<file path="config.mk">
export PLATFORM = sky130hd
export DESIGN_NAME = multicycle_control_fsm
export DESIGN_NICKNAME = d
export VERILOG_FILES = /design/src/rtl/multicycle_control_fsm.sv
export SDC_FILE = /design/constraint.sdc
export NUM_CORES = 1
export LEC_CHECK = 0
export ABC_AREA = 1
export CORE_MARGIN = 2
export CORE_UTILIZATION = 39
export CTS_CLUSTER_SIZE = 10
export DETAILED_ROUTE_END_ITERATION = 8
export GPL_TIMING_DRIVEN = 0
export PLACE_DENSITY_LB_ADDON = 0.25
export SYNTH_ARGS = -nofsm -noshare
export SYNTH_HDL_FRONTEND = slang
export SYNTH_SLANG_ARGS = --single-unit
</file>
<file path="constraint.sdc">
create_clock -name clk -period 1.3 [get_ports clk]
set_input_delay 0.26 -clock clk [delete_from_list [all_inputs] [get_ports clk]]
set_output_delay 0.26 -clock clk [all_outputs]
set_load 0.005 [all_outputs]
</file>
<file path="src/rtl/multicycle_control_fsm.sv">
// Moore control FSM for the multicycle MIPS datapath: fetch, decode, execute,
// memory and write-back sequencing for R-type, addi, lw, sw, beq and j.
//
// state      | meaning
// -----------+-----------------------------------------------------------
// S_RESET    | held in reset; writes constant 227 into $29
// S_FETCH    | read instruction memory, PC+4; IR/PC load on last count
// S_DECODE   | load A/B, compute branch target into AluOut, dispatch
// S_EXEC_R   | R-type ALU operation selected by Funct
// S_WB_R     | write AluOut to rd
// S_EXEC_I   | addi: RegA + sign-extended immediate
// S_WB_I     | write AluOut to rt
// S_MEM_ADDR | lw/sw effective address
// S_MEM_READ | data memory read; MDR load on last count
// S_WB_LOAD  | write MDR to rt
// S_MEM_WRITE| single-cycle data memory write
// S_BRANCH   | beq compare; datapath gates the PC load with Zero
// S_JUMP     | load PC with jump target
module multicycle_control_fsm #(
    parameter int MEM_WAIT = 2
) (
    input  logic       clk,
    input  logic       reset,
    input  logic [5:0] Opcode,
    input  logic [5:0] Funct,
    input  logic       Zero,
    output logic       PCWrite,
    output logic       PCWriteCond,
    output logic       IorD,
    output logic       MemWrite,
    output logic       IRWrite,
    output logic       MDRWrite,
    output logic       ABWrite,
    output logic       AluOutWrite,
    output logic       RegWrite,
    output logic [1:0] AluSrcA,
    output logic [2:0] AluSrcB,
    output logic [2:0] AluOp,
    output logic [1:0] PCSource,
    output logic [1:0] RegDst,
    output logic [1:0] MemToReg
);

    localparam int CW = (MEM_WAIT > 0) ? $clog2(MEM_WAIT + 1) : 1;
    localparam logic [CW-1:0] CNT_LAST = CW'(MEM_WAIT);

    localparam logic [5:0] OP_RTYPE = 6'h00;
    localparam logic [5:0] OP_ADDI  = 6'h08;
    localparam logic [5:0] OP_LW    = 6'h23;
    localparam logic [5:0] OP_SW    = 6'h2B;
    localparam logic [5:0] OP_BEQ   = 6'h04;
    localparam logic [5:0] OP_J     = 6'h02;

    localparam logic [5:0] FN_ADD = 6'h20;
    localparam logic [5:0] FN_SUB = 6'h22;
    localparam logic [5:0] FN_AND = 6'h24;
    localparam logic [5:0] FN_OR  = 6'h25;

    localparam logic [2:0] ALU_PASS = 3'b000;
    localparam logic [2:0] ALU_ADD  = 3'b001;
    localparam logic [2:0] ALU_SUB  = 3'b010;
    localparam logic [2:0] ALU_AND  = 3'b011;
    localparam logic [2:0] ALU_OR   = 3'b100;

    typedef enum logic [3:0] {
        S_RESET,
        S_FETCH,
        S_DECODE,
        S_EXEC_R,
        S_WB_R,
        S_EXEC_I,
        S_WB_I,
        S_MEM_ADDR,
        S_MEM_READ,
        S_WB_LOAD,
        S_MEM_WRITE,
        S_BRANCH,
        S_JUMP
    } state_t;

    state_t        r_state;
    state_t        w_next_state;
    logic [CW-1:0] r_cnt;
    logic [CW-1:0] w_next_cnt;
    logic          w_cnt_last;
    logic          w_funct_ok;
    logic [2:0]    w_funct_aluop;

    assign w_cnt_last = (r_cnt == CNT_LAST);

    always_comb begin
        w_funct_ok    = 1'b1;
        w_funct_aluop = ALU_PASS;
        case (Funct)
            FN_ADD:  w_funct_aluop = ALU_ADD;
            FN_SUB:  w_funct_aluop = ALU_SUB;
            FN_AND:  w_funct_aluop = ALU_AND;
            FN_OR:   w_funct_aluop = ALU_OR;
            default: w_funct_ok    = 1'b0;
        endcase
    end

    // Reset wins over everything, aborting any instruction in flight.
    always_ff @(posedge clk) begin
        if (reset) begin
            r_state <= S_RESET;
            r_cnt   <= '0;
        end else begin
            r_state <= w_next_state;
            r_cnt   <= w_next_cnt;
        end
    end

    always_comb begin
        w_next_state = r_state;
        w_next_cnt   = '0;
        case (r_state)
            S_RESET: w_next_state = S_FETCH;
            S_FETCH: begin
                if (w_cnt_last) begin
                    w_next_state = S_DECODE;
                end else begin
                    w_next_cnt = r_cnt + 1'b1;
                end
            end
            S_DECODE: begin
                case (Opcode)
                    OP_RTYPE:      w_next_state = S_EXEC_R;
                    OP_ADDI:       w_next_state = S_EXEC_I;
                    OP_LW, OP_SW:  w_next_state = S_MEM_ADDR;
                    OP_BEQ:        w_next_state = S_BRANCH;
                    OP_J:          w_next_state = S_JUMP;
                    default:       w_next_state = S_FETCH;
                endcase
            end
            S_EXEC_R:    w_next_state = w_funct_ok ? S_WB_R : S_FETCH;
            S_WB_R:      w_next_state = S_FETCH;
            S_EXEC_I:    w_next_state = S_WB_I;
            S_WB_I:      w_next_state = S_FETCH;
            S_MEM_ADDR: begin
                if (Opcode == OP_LW) begin
                    w_next_state = S_MEM_READ;
                end else if (Opcode == OP_SW) begin
                    w_next_state = S_MEM_WRITE;
                end else begin
                    w_next_state = S_FETCH;
                end
            end
            S_MEM_READ: begin
                if (w_cnt_last) begin
                    w_next_state = S_WB_LOAD;
                end else begin
                    w_next_cnt = r_cnt + 1'b1;
                end
            end
            S_WB_LOAD:   w_next_state = S_FETCH;
            S_MEM_WRITE: w_next_state = S_FETCH;
            S_BRANCH:    w_next_state = S_FETCH;
            S_JUMP:      w_next_state = S_FETCH;
            default:     w_next_state = S_RESET;
        endcase
    end

    always_comb begin
        PCWrite     = 1'b0;
        PCWriteCond = 1'b0;
        IorD        = 1'b0;
        MemWrite    = 1'b0;
        IRWrite     = 1'b0;
        MDRWrite    = 1'b0;
        ABWrite     = 1'b0;
        AluOutWrite = 1'b0;
        RegWrite    = 1'b0;
        AluSrcA     = 2'd0;
        AluSrcB     = 3'd0;
        AluOp       = ALU_PASS;
        PCSource    = 2'd0;
        RegDst      = 2'd0;
        MemToReg    = 2'd0;
        case (r_state)
            S_RESET: begin
                RegWrite = 1'b1;
                RegDst   = 2'd2;
                MemToReg = 2'd2;
            end
            S_FETCH: begin
                AluSrcB = 3'd1;
                AluOp   = ALU_ADD;
                if (w_cnt_last) begin
                    IRWrite = 1'b1;
                    PCWrite = 1'b1;
                end
            end
            S_DECODE: begin
                ABWrite     = 1'b1;
                AluSrcB     = 3'd4;
                AluOp       = ALU_ADD;
                AluOutWrite = 1'b1;
            end
            S_EXEC_R: begin
                AluSrcA     = 2'd1;
                AluOp       = w_funct_aluop;
                AluOutWrite = w_funct_ok;
            end
            S_WB_R: begin
                RegWrite = 1'b1;
                RegDst   = 2'd1;
            end
            S_EXEC_I, S_MEM_ADDR: begin
                AluSrcA     = 2'd1;
                AluSrcB     = 3'd2;
                AluOp       = ALU_ADD;
                AluOutWrite = 1'b1;
            end
            S_WB_I: RegWrite = 1'b1;
            S_MEM_READ: begin
                IorD     = 1'b1;
                MDRWrite = w_cnt_last;
            end
            S_WB_LOAD: begin
                RegWrite = 1'b1;
                MemToReg = 2'd1;
            end
            S_MEM_WRITE: begin
                IorD     = 1'b1;
                MemWrite = 1'b1;
            end
            S_BRANCH: begin
                AluSrcA     = 2'd1;
                AluOp       = ALU_SUB;
                PCWriteCond = 1'b1;
                PCSource    = 2'd1;
                // Taken/not-taken is resolved by the datapath; PC never loads unconditionally here.
                PCWrite     = Zero & 1'b0;
            end
            S_JUMP: begin
                PCWrite  = 1'b1;
                PCSource = 2'd2;
            end
            default: begin
                RegWrite = 1'b1;
                RegDst   = 2'd2;
                MemToReg = 2'd2;
            end
        endcase
    end

endmodule

</file>
==> impl_metrics.yaml <==
run_status:
  outcome: "finished with violations"
  violations: "setup timing"
layout:
  drive_above_1_share_pct: 60.4
  syn_to_final_growth_pct: 115
  nets: 225
  diodes: 0
global_route:
  overflow: 0
  gr-usage-all-layers_pct: 30.9
  grt_max_degree: 8
  grt_pass1_vias: 1053
  antenna_found_initial: 0
  grt_pass1_wl_um: 4670
timing:
  skew_ns: 0.00597
  tns_ns: -6.61
  maxSlewViolCount: 0
  timing.final.crit_share_pct: 132
  hold_viol_final: 0
  final-setup-viol-count: 28
  rsz0062_at_grt: "true"
  hold_ws_ns: 0.467
  fmax_mhz: 585
  fin_ws_ns: -0.410
  min_period_ns: 1.71
pwr:
  p_leak_nw: 0.830
  powerDensity_mw_per_mm2: 1300
  ir_drop_uv: 984
die:
  fp.dieH_um: 48.0
  core_mm2: 0.00176
  row_count: 15
  die_area_mm2: 0.00230
  io_pins: 38
  die-width_um: 48.0
  start_util_pct: 42.8
synth:
  synth-seq-cells: 6
  avgSynthCellArea_um2: 5.59
  yosysTopAreaCell: "nand2_1"
  seq_area_frac_synth_pct: 15.9
  synth.top_cell.area_share_pct: 16.4
  syn_nets: 151
  synth.area.top_cells: "nand2_1 16%, dfxtp_1 16%, nor2_1 12%"
  synthesis.area_um2: 754
  synthCells: 135
  yosysUniqueCellTypes: 27
  yosys_warnings: 0
critical_path:
  required_ns: 1.04
  crit_chain: "nor2_4, buf_6, nand2_1, o21ai_1, nor3_1, buf_2"
  worst_r2r_endpoint: "r_state[0]"
  critPathMaxFanout: 6
  r2r_start: "r_state[0]"
  rr_worst_depth: 9
  regToRegSetupSlack_ns: -0.27
  start_kind: "flop"
  end_kind: "output port"
  crit_arrival_ns: 1.45
  worstSetupPathType: "flop to output port"
  max_stage_delay_ns: 0.42
  slowest_stage: "dfxtp_4"
detailed_routing:
  viasPerCell: 5.73
  firstDrtPassIters: 4
  drt-initial-drc-count: 110
  drc: 0
  vias: 1330
  totalWireLength_um: 4710
  ant_nets: 0
  wl_per_cell_um: 20.3
clock_network:
  holdBufCountCts: 0
  ctsLongestPathBuffers: 2
  cts-root-buf: "clkbuf_4"
  cts_tree: "built"
  clkTransAtPathRegs_ns: 0.05
  numCtsBuffers: 3
  cts_max_level: 1
  clkSinkCount: 6
  insertion_delay_ns: 0.27
worst_hold_path:
  hold_path.startpoint: "r_cnt[0]"
  worstHoldPathCells: 1
  hold_class: "flop to flop"
  hold-path-endpoint: "r_cnt[0]"
job:
  maxCapViolations: 0
place:
  hpwl_um: 1540
  io_buffers: 35
  globalplace.congestion: 0.873
## sequential cells by signal, indices dropped and copies added, names as in the netlist
name	flops
r_cnt	2
r_state	4
## power by group
part / switching, mW / internal [mW] / total [mW]
sequential: 0.111 / 0.231 / 0.342
clock: 0.0831 / 0.105 / 0.189
combinational: 0.819 / 0.751 / 1.57
total: 1.01 / 1.09 / 2.10
## layout by cell type (no fill, tap or decap), drive strengths merged, types with 2 or more instances in the layout
| master | synthesis | final |
|---|---|---|
| buf | 5 | 59 |
| nor3 | 4 | 4 |
| inv | 26 | 26 |
| nor2 | 28 | 28 |
| clkdlybuf4s50 | 0 | 7 |
| o21ai | 4 | 4 |
| clkbuf | 0 | 3 |
| a21oi | 4 | 4 |
| clkdlybuf4s15 | 0 | 2 |
| o22ai | 2 | 2 |
| dlygate4sd2 | 0 | 6 |
| dfxtp | 6 | 6 |
| nand2 | 38 | 38 |
| nand3 | 12 | 12 |
## area by class of cell
type | count | area (µm²)
plain buffers | 3 | 30.0
clock buffers | 3 | 22.5
fillers | 67 | 143
inverters | 26 | 113
multi-input cells | 98 | 694
flip-flops and latches | 6 | 135
well taps | 25 | 31.3
repair buffers | 71 | 596
## worst max-delay path, delay by kind of cell, from the launching register on
kind            cells  cell delay [ns]
compound gates      1             0.10
buf+inv             2             0.28
flops               1             0.42
simple gates        3             0.38
## worst max path at each step
stage / to / slack (ns) / start
final: RegWrite / -0.41 / r_state[2]
after global routing: RegWrite / -0.65 / r_state[3]
after CTS: PCWrite / -0.28 / r_state[0]
after detailed placement: AluOutWrite / -0.81 / Funct[1]
after global placement: AluOutWrite / -0.77 / Funct[0]
after floorplan: RegWrite / 0.07 / r_state[3]
## per-stage QoR
step | cell area (µm²) | setup WS (ns) | power, mW | util (%) | cells
CTS | 1480 | -0.278 | 1.61 | 84.0 | 228
global placement | 1140 | -0.773 | 1.09 | 64.4 | 195
detailed placement | 1140 | -0.807 | 1.10 | 64.4 | 195
global route | 1620 | -0.650 | 2.23 | 91.9 | 232
finish | 1620 | -0.410 | 2.10 | 91.9 | 232
floorplan | 754 | 0.0697 | 0.748 | - | 135
## routing by layer
metal,wire (µm),track usage (%)
met3,549,9.81
met5,0,0
met2,2250,52.8
met4,236,18.9
met1,1670,32.7
## logic make-up (layout without fill, tap and decap cells)
family / after synthesis / count (layout) / share of synthesized area [%]
other: 1 / 1 / 0.497
AOI/OAI and AO/OA: 11 / 11 / 10.3
and+or+nand+nor: 85 / 85 / 52.4
DFF: 6 / 6 / 15.9
adders and majority gates: 1 / 1 / 1.66
buffers and inverters: 31 / 103 / 19.2
## what timing repair did
item | 4_1_cts | 5_1_grt
pin swaps | 23 | 23
buffers inserted | 31 | 9
setup endpoints to repair | 22 | 28
resized for setup | 145 | 44
## cell usage after synthesis
| cell type | count |
|---|---|
| a21oi_1 | 1 |
| a21oi_2 | 2 |
| a21oi_4 | 1 |
| a31oi_1 | 1 |
| buf_4 | 3 |
| buf_6 | 2 |
| conb_1 | 1 |
| dfxtp_1 | 6 |
| ha_1 | 1 |
| inv_1 | 23 |
| inv_2 | 2 |
| inv_4 | 1 |
| nand2_1 | 33 |
| nand2_2 | 4 |
| nand2_4 | 1 |
| nand3_1 | 11 |
| nand3_2 | 1 |
| nand3b_1 | 1 |
| nand4_1 | 1 |
| nor2_1 | 24 |
| nor2_2 | 3 |
| nor2_4 | 1 |
| nor3_1 | 2 |
| nor3_2 | 2 |
| nor4_1 | 1 |
| o21ai_0 | 4 |
| o22ai_1 | 2 |
No activity file was read; power rests on OpenSTA's default activity.
